<file path="src/rtl/signal_source_multi.sv">
// Per-channel two-stage DDR source MUX with select-write handshake and settle window.
// Data latency 2 registers; sel_ready_o drops for HOLD+1 cycles after an accepted select change.
module signal_source_multi #(
  parameter int WIDTH = 24,
  parameter int SBITS = 5,
  parameter int QBITS = SBITS - 2,
  parameter int CHANS = 2,
  parameter int HOLD  = 4
) (
  input  logic                   clock_i,
  input  logic                   reset_ni,
  input  logic                   enable_i,
  input  logic [CHANS*SBITS-1:0] select_i,
  input  logic                   sel_we_i,
  output logic                   sel_ready_o,
  output logic                   sel_err_o,
  input  logic [WIDTH-1:0]       sig_p_i,
  input  logic [WIDTH-1:0]       sig_n_i,
  output logic                   valid_o,
  output logic [CHANS-1:0]       sig_p_o,
  output logic [CHANS-1:0]       sig_n_o
);

  localparam int NQ    = 2**QBITS;
  localparam int HBITS = SBITS - QBITS;
  localparam int NG    = 2**HBITS;
  localparam int PADW  = NG * NQ;
  localparam int CW    = $clog2(HOLD + 2);

  typedef enum logic [1:0] {ST_OFF, ST_WAIT, ST_RUN} state_t;

  state_t                 r_state, w_state_nxt;
  logic [CW-1:0]          r_cnt, w_cnt_nxt;
  logic [CHANS*SBITS-1:0] r_sel;
  logic                   r_err;
  logic [PADW-1:0]        w_p_pad, w_n_pad;
  logic [NQ-1:0]          r_s1_p  [CHANS];
  logic [NQ-1:0]          r_s1_n  [CHANS];
  logic [QBITS-1:0]       r_s1_lo [CHANS];
  logic [CHANS-1:0]       r_out_p, r_out_n;
  logic                   w_sel_ok, w_accept, w_reject;

  always_comb begin
    w_sel_ok = 1'b1;
    for (int c = 0; c < CHANS; c++) begin
      if ({1'b0, select_i[c*SBITS +: SBITS]} >= (SBITS+1)'(WIDTH)) w_sel_ok = 1'b0;
    end
  end

  assign sel_ready_o = !((r_state == ST_WAIT) && (r_cnt != '0));
  assign w_accept    = sel_we_i && sel_ready_o && w_sel_ok;
  assign w_reject    = sel_we_i && sel_ready_o && !w_sel_ok;
  assign valid_o     = (r_state == ST_RUN);
  assign sel_err_o   = r_err;
  assign sig_p_o     = r_out_p;
  assign sig_n_o     = r_out_n;

  always_ff @(posedge clock_i or negedge reset_ni) begin
    if (!reset_ni) begin
      r_sel <= '0;
      r_err <= 1'b0;
    end else begin
      if (w_accept) r_sel <= select_i;
      if (w_reject) r_err <= 1'b1;
    end
  end

  // Inputs are zero-extended so groups reaching past WIDTH read as 0.
  always_comb begin
    w_p_pad = '0;
    w_n_pad = '0;
    w_p_pad[WIDTH-1:0] = sig_p_i;
    w_n_pad[WIDTH-1:0] = sig_n_i;
  end

  always_ff @(posedge clock_i or negedge reset_ni) begin
    if (!reset_ni) begin
      for (int c = 0; c < CHANS; c++) begin
        r_s1_p[c]  <= '0;
        r_s1_n[c]  <= '0;
        r_s1_lo[c] <= '0;
      end
      r_out_p <= '0;
      r_out_n <= '0;
    end else begin
      for (int c = 0; c < CHANS; c++) begin
        r_s1_p[c]  <= w_p_pad[int'(r_sel[c*SBITS+QBITS +: HBITS])*NQ +: NQ];
        r_s1_n[c]  <= w_n_pad[int'(r_sel[c*SBITS+QBITS +: HBITS])*NQ +: NQ];
        r_s1_lo[c] <= r_sel[c*SBITS +: QBITS];
        r_out_p[c] <= r_s1_p[c][r_s1_lo[c]];
        r_out_n[c] <= r_s1_n[c][r_s1_lo[c]];
      end
    end
  end

  always_ff @(posedge clock_i or negedge reset_ni) begin
    if (!reset_ni) begin
      r_state <= ST_OFF;
      r_cnt   <= '0;
    end else begin
      r_state <= w_state_nxt;
      r_cnt   <= w_cnt_nxt;
    end
  end

  always_comb begin
    w_state_nxt = r_state;
    w_cnt_nxt   = r_cnt;
    case (r_state)
      ST_OFF: begin
        if (enable_i) begin
          w_state_nxt = ST_WAIT;
          w_cnt_nxt   = '0;
        end
      end
      ST_WAIT: begin
        if (!enable_i)            w_state_nxt = ST_OFF;
        else if (r_cnt == '0)     w_state_nxt = ST_RUN;
        else                      w_cnt_nxt   = r_cnt - 1'b1;
      end
      ST_RUN: begin
        if (!enable_i) w_state_nxt = ST_OFF;
      end
      default: begin
        w_state_nxt = ST_OFF;
        w_cnt_nxt   = '0;
      end
    endcase
    // A new selection restarts blanking; disable and OFF keep their own outcome.
    if (w_accept && enable_i && (r_state != ST_OFF)) begin
      w_state_nxt = ST_WAIT;
      w_cnt_nxt   = CW'(HOLD + 1);
    end
  end

endmodule

</file>
<file path="config.mk">
export PLATFORM = sky130hd
export DESIGN_NAME = signal_source_multi
export DESIGN_NICKNAME = d
export VERILOG_FILES = /design/src/rtl/signal_source_multi.sv
export SDC_FILE = /design/constraint.sdc
export NUM_CORES = 1
export LEC_CHECK = 0
export ABC_AREA = 1
export BUFFER_PORTS_ARGS = -buffer_cell sky130_fd_sc_hd__buf_2
export CAP_MARGIN = 20
export CORE_ASPECT_RATIO = 1.75
export CORE_MARGIN = 5
export CORE_UTILIZATION = 40
export DETAILED_ROUTE_END_ITERATION = 7
export MAX_ROUTING_LAYER = met4
export REMOVE_ABC_BUFFERS = 1
export SYNTH_ARGS = -nofsm -noshare
export SYNTH_HDL_FRONTEND = slang
export SYNTH_SLANG_ARGS = --single-unit
</file>
<file path="constraint.sdc">
create_clock -name clock_i -period 3.2 [get_ports clock_i]
set_input_delay 0.32 -clock clock_i [delete_from_list [all_inputs] [get_ports clock_i]]
set_output_delay 0.32 -clock clock_i [all_outputs]
set_load 0.01 [all_outputs]
</file>
# After elaboration in Yosys (flattened, before gate mapping)
# Cells that the tools add are included.
# W data, S select, Z words.
[totals]
elab_cells = 64
reg_bits = 58
inputBits = 62
output_inout_bits = 7
[classes]
n_lt_le_gt_ge = 4
n_reduce_logical = 14
n_addsub = 1
eq_ne = 8
shift = 4
mux = 21
[ops]
columns = ["cell", "count"]
rows = [
  ["$shiftx A32 B6 Y8", 4],
  ["$bmux W1 S3", 4],
  ["$mux W3", 4],
  ["$ge A5 B5 Y1 const B", 2],
  ["$mux W2", 5],
  ["$ne A3 B2 Y1 const B", 3],
  ["$pmux W3 S3", 1],
  ["$lt A3 B4 Y1 const B", 2],
  ["$logic_and A1 B1 Y1", 6],
  ["$mux W1", 6],
  ["$pmux W2 S3", 1],
  ["$ne A4 B2 Y1 const B", 1],
  ["$reduce_and A4 Y1", 1],
  ["$logic_not A3 Y1", 1],
  ["$ne A3 B3 Y1 const B", 1],
  ["$reduce_and A3 Y1", 1],
  ["$reduce_bool A3 Y1", 1],
  ["$sub A3 B1 Y3 const B", 1],
  ["$eq A2 B1 Y1 const B", 1],
  ["$eq A2 B2 Y1 const B", 1],
  ["$logic_not A1 Y1", 2],
  ["$logic_not A2 Y1", 1],
  ["$ne A2 B1 Y1 const B", 1],
  ["$reduce_bool A2 Y1", 1],
]

# Logic depth before layout (Yosys ltp)
[depth]
depth_word = 9
ltp_mapped = 10
mapped_depth_nobuf = 10

# Worst setup path after synthesis
# Ideal clock, no wire load.
[synth_timing]
kind = "reg-to-reg"
start = "register r_cnt[0]"
end = "register r_sel[3]"
period_less_slack_ps = 1307
arrival_ps = 1176
slack_ps = 1893
n_path_buf = 1
setup_ps = 132
required_ps = 3068
stages_incl_launch_ff = 9
path_cell_list = "dfrtp_1 -> inv_1 -> ha_1 -> nand2_1 -> nand2_2 -> nand3_2 -> buf_6 -> nor2_1 -> a21oi_2"
[synth_between]
elab_chain_cells = 5
[synth_rtl]
columns = ["item", "line_no", "text"]
rows = [
  ["from (decl)", "33", "logic [CW-1:0] r_cnt, w_cnt_nxt;"],
  ["from (signal assigned)", "102", "r_cnt <= w_cnt_nxt;"],
  ["$reduce_bool A3 Y1", "50", "assign sel_ready_o = !((r_state == ST_WAIT) && (r_cnt != '0));"],
  ["$logic_and A1 B1 Y1", "50", ""],
  ["$logic_not A1 Y1", "50", ""],
  ["net sel_ready_o", "15", "output logic sel_ready_o,"],
  ["$logic_and A1 B1 Y1 (2 in series)", "51", "assign w_accept = sel_we_i && sel_ready_o && w_sel_ok;"],
  ["to (signal assigned)", "63", "if (w_accept) r_sel <= select_i;"],
  ["to (decl)", "34", "logic [CHANS*SBITS-1:0] r_sel;"],
]
# The timed path passes the listed nets, and every way through them passes these cells.
# A chain may end at the register's enable or synchronous reset.

# Final worst setup path
[layout_timing]
start = "register r_cnt[0]"
end = "register r_sel[8]"
[layout_between]
elab_chain_cells = 5
[layout_rtl]
columns = ["item", "line_no"]
rows = [
  ["$reduce_bool A3 Y1", "50"],
  ["$logic_and A1 B1 Y1", "50"],
  ["$logic_not A1 Y1", "50"],
  ["$logic_and A1 B1 Y1 (2 in series)", "51"],
]
# Every way passes these cells.

==> metrics.md <==
| Metric | Value |
|---|---|
| First-pass GRT wire length | `11590 µm` |
| Post-CTS sizing | `0` |
| Fillcell total | `660` |
| Outcome | `completed` |
| Die X | `73.31 µm` |
| WS Path Type | `register to register` |
| Non-filler cells, final | `499` |
| Lkg Pwr | `0.001812 µW` |
| Nature of the critical path startpoint | `register` |
| Syn Area/Cell | `8.155 µm²` |
| Post-Route Setup TNS | `0 ns` |
| CTS root buf | `clkbuf_16` |
| DRC | `0` |
| Setup Buffers After CTS | `0` |
| H-tree depth | `3` |
| Antenna Nets Post-Route | `0` |
| Synth Register Bits | `58` |
| 1st-pass router iterations | `4` |
| R2R Path Start | `r_cnt[0]` |
| DR vias | `2512` |
| Share of layout cells above drive strength 1 | `0.2410` |
| Critical Path RT | `3.38 ns` |
| Vias per cell | `5.034` |
| Dpl hpwl | `5342 µm` |
| R2r worst-path depth | `7` |
| CORE AREA | `6857 µm²` |
| Most instantiated cells after synthesis | `o21ai_0 (75), dfrtp_1 (58), inv_1 (51)` |
| Diodes inserted | `0` |
| CP Data Arrival Time | `1.90 ns` |
| Max Cap Viol | `0` |
| Fmax | `0.5802 GHz` |
| # clock sinks | `58` |
| Post-Syn Area | `2805 µm²` |
| Area grow syn2layout | `23.91%` |
| R2R Path End | `r_sel[8]` |
| Fin crit share | `0.5386` |
| Worst Tran Pin Value | `0.6645 ns` |
| Final Hold Viols | `0` |
| Largest net degree at the start of global routing | `35` |
| Final setup margin | `1.476 ns` |
| Vias in the first global route | `2489` |
| Setup violations, final | `0` |
| Yosys cell types | `23` |
| Clk_skew | `0.003229 ns` |
| Worst VDD drop | `0.5210 mV` |
| Iter 0 DRT Violations | `248` |
| Setup slack, reg-to-reg | `1.48 ns` |
| Layout Nets | `474` |
| Die H | `120.8 µm` |
| CTS tree | `built` |
| Multi-input gate area | `1062 µm²` |
| Port Buffers | `68` |
| Min-delay worst type | `primary input to async pin` |
| Wirelength, routed | `7291 µm` |
| Fraction of registers with async set/reset | `1.000` |
| Clk slew on worst S/H paths | `0.05 ns` |
| Warnings, synthesis | `0` |
| Initial Util | `0.4091` |
| Ys flop type | `dfrtp_1` |
| Pre-CTS setup slack | `1.481 ns` |
| Synth area leaders | `dfrtp_1 (52%), o21ai_0 (13%), inv_1 (6.8%)` |
| Count leader, synth | `o21ai_0` |
| Die area | `8854 µm²` |
| Slew headroom | `0.5570` |
| Placed Cells | `483` |
| Critical Path End Type | `register` |
| Tmin final | `1.724 ns` |
| CTS hold repair buffers | `0` |
| Inserted Clock Buffers | `9` |
| Post-synth top area cell | `dfrtp_1` |
| All-Layer GR Usage | `0.1781` |
| Crit path max fanout | `22` |
| I/O pin total | `69` |
| Share of the synthesized area in the top cell type | `0.5174` |
| Placement row count | `40` |
| Mapped Cells | `344` |
| Gr ovfl total | `0` |
| WL/cell | `14.61 µm` |
| GPL Wtd Cong | `0.8044` |
| Clock Tree Buf Depth | `2` |
| Post-synth EDFFs | `0` |
| FF/Latch Area | `1451 µm²` |
| Power Dens Cells | `965.9 nW/µm²` |
| Clock Latency Late Sink | `0.32 ns` |
| Initial antenna violation count | `0` |
| Fin. max-slew vios | `0` |
| RSZ-0062 raised after global routing | `no` |
| Seq/Total Area, Yosys | `0.5174` |
## report_power, final
part           switching (µW)  internal (µW)
registers                 187           1080
clock network             303            584
logic                     768            434
total                    1260           2100
## cell families after synthesis
| logic type | share of synthesized area |
|---|---|
| AO/OA/AOI/OAI | 0.2395 |
| adder cells (fa/ha/maj) | 0.008919 |
| buffers and inverters | 0.1039 |
| flip-flops | 0.5174 |
| multiplexers | 0.01427 |
| AND/OR/NAND/NOR | 0.1160 |
## worst max-delay path: stages, from the launching register on
cell     delay (ns)
dfrtp_1        0.37
inv_1          0.11
ha_1           0.16
nand2_1        0.10
nand2_2        0.14
nand3_2        0.38
nor2_1         0.29
a21oi_2        0.04
## placed cells by master (no fill, tap or decap), types with 3 or more instances in the layout
cell       Yosys  routed
mux2i_1        4       4
nor2_1        24      24
nand3_1        3       3
dfrtp_1       58      58
a21oi_1       33      33
o21ai_1       16      16
clkbuf_8       0       3
nand2_2        3       3
inv_2          5       5
clkbuf_16      0       9
o22ai_1        4       4
nand2_1       41      41
o21ai_0       75      75
buf_2          8      68
inv_1         51      51
buf_4          1       3
## worst max-delay path by stage
stage	from	to	cells after the start
after floorplan	r_cnt[0]	r_state[1]	7
after global routing	r_cnt[0]	r_sel[8]	7
final	r_cnt[0]	r_sel[8]	7
after global placement	r_cnt[0]	r_sel[3]	7
after CTS	r_cnt[0]	r_sel[8]	7
after detailed placement	r_cnt[0]	r_sel[8]	7
## area by class of cell
class                      count  share of cell area
tap                           84             0.03024
clock buffer                  14             0.07883
clock inverter                 2            0.002880
multi-input combinational    214              0.3056
inverter                      56             0.06048
timing repair buffer          71              0.1044
sequential                    58              0.4176
## stage by stage
stage,area [µm²],hold WS (ns),total power [µW],utilization
floorplan,2724,0.02441,2063,-
global placement,3192,0.3599,2441,0.4655
detailed placement,3192,0.3588,2487,0.4655
CTS,3476,0.05961,3387,0.5069
global route,3476,0.09619,3628,0.5069
finish,3476,0.03553,3357,0.5069
## routing by layer
layer	part of all wire	vias to the layer above	global-route usage
met4	0.021	0	0.07370
met1	0.38	1183	0.1918
met2	0.56	64	0.3133
li1	-	1252	-
met5	0	-	-
met3	0.046	13	0.03245
## sequential cells by signal, summed over array words and instances (netlist names)
| signal | flops |
|---|---|
| r_s1_n | 16 |
| r_s1_p | 16 |
| r_sel | 10 |
| r_s1_lo | 6 |
| r_cnt | 3 |
| r_state | 2 |
| sig_n_o | 2 |
| sig_p_o | 2 |
| sel_err_o | 1 |
(Power assumes the default switching activity.)
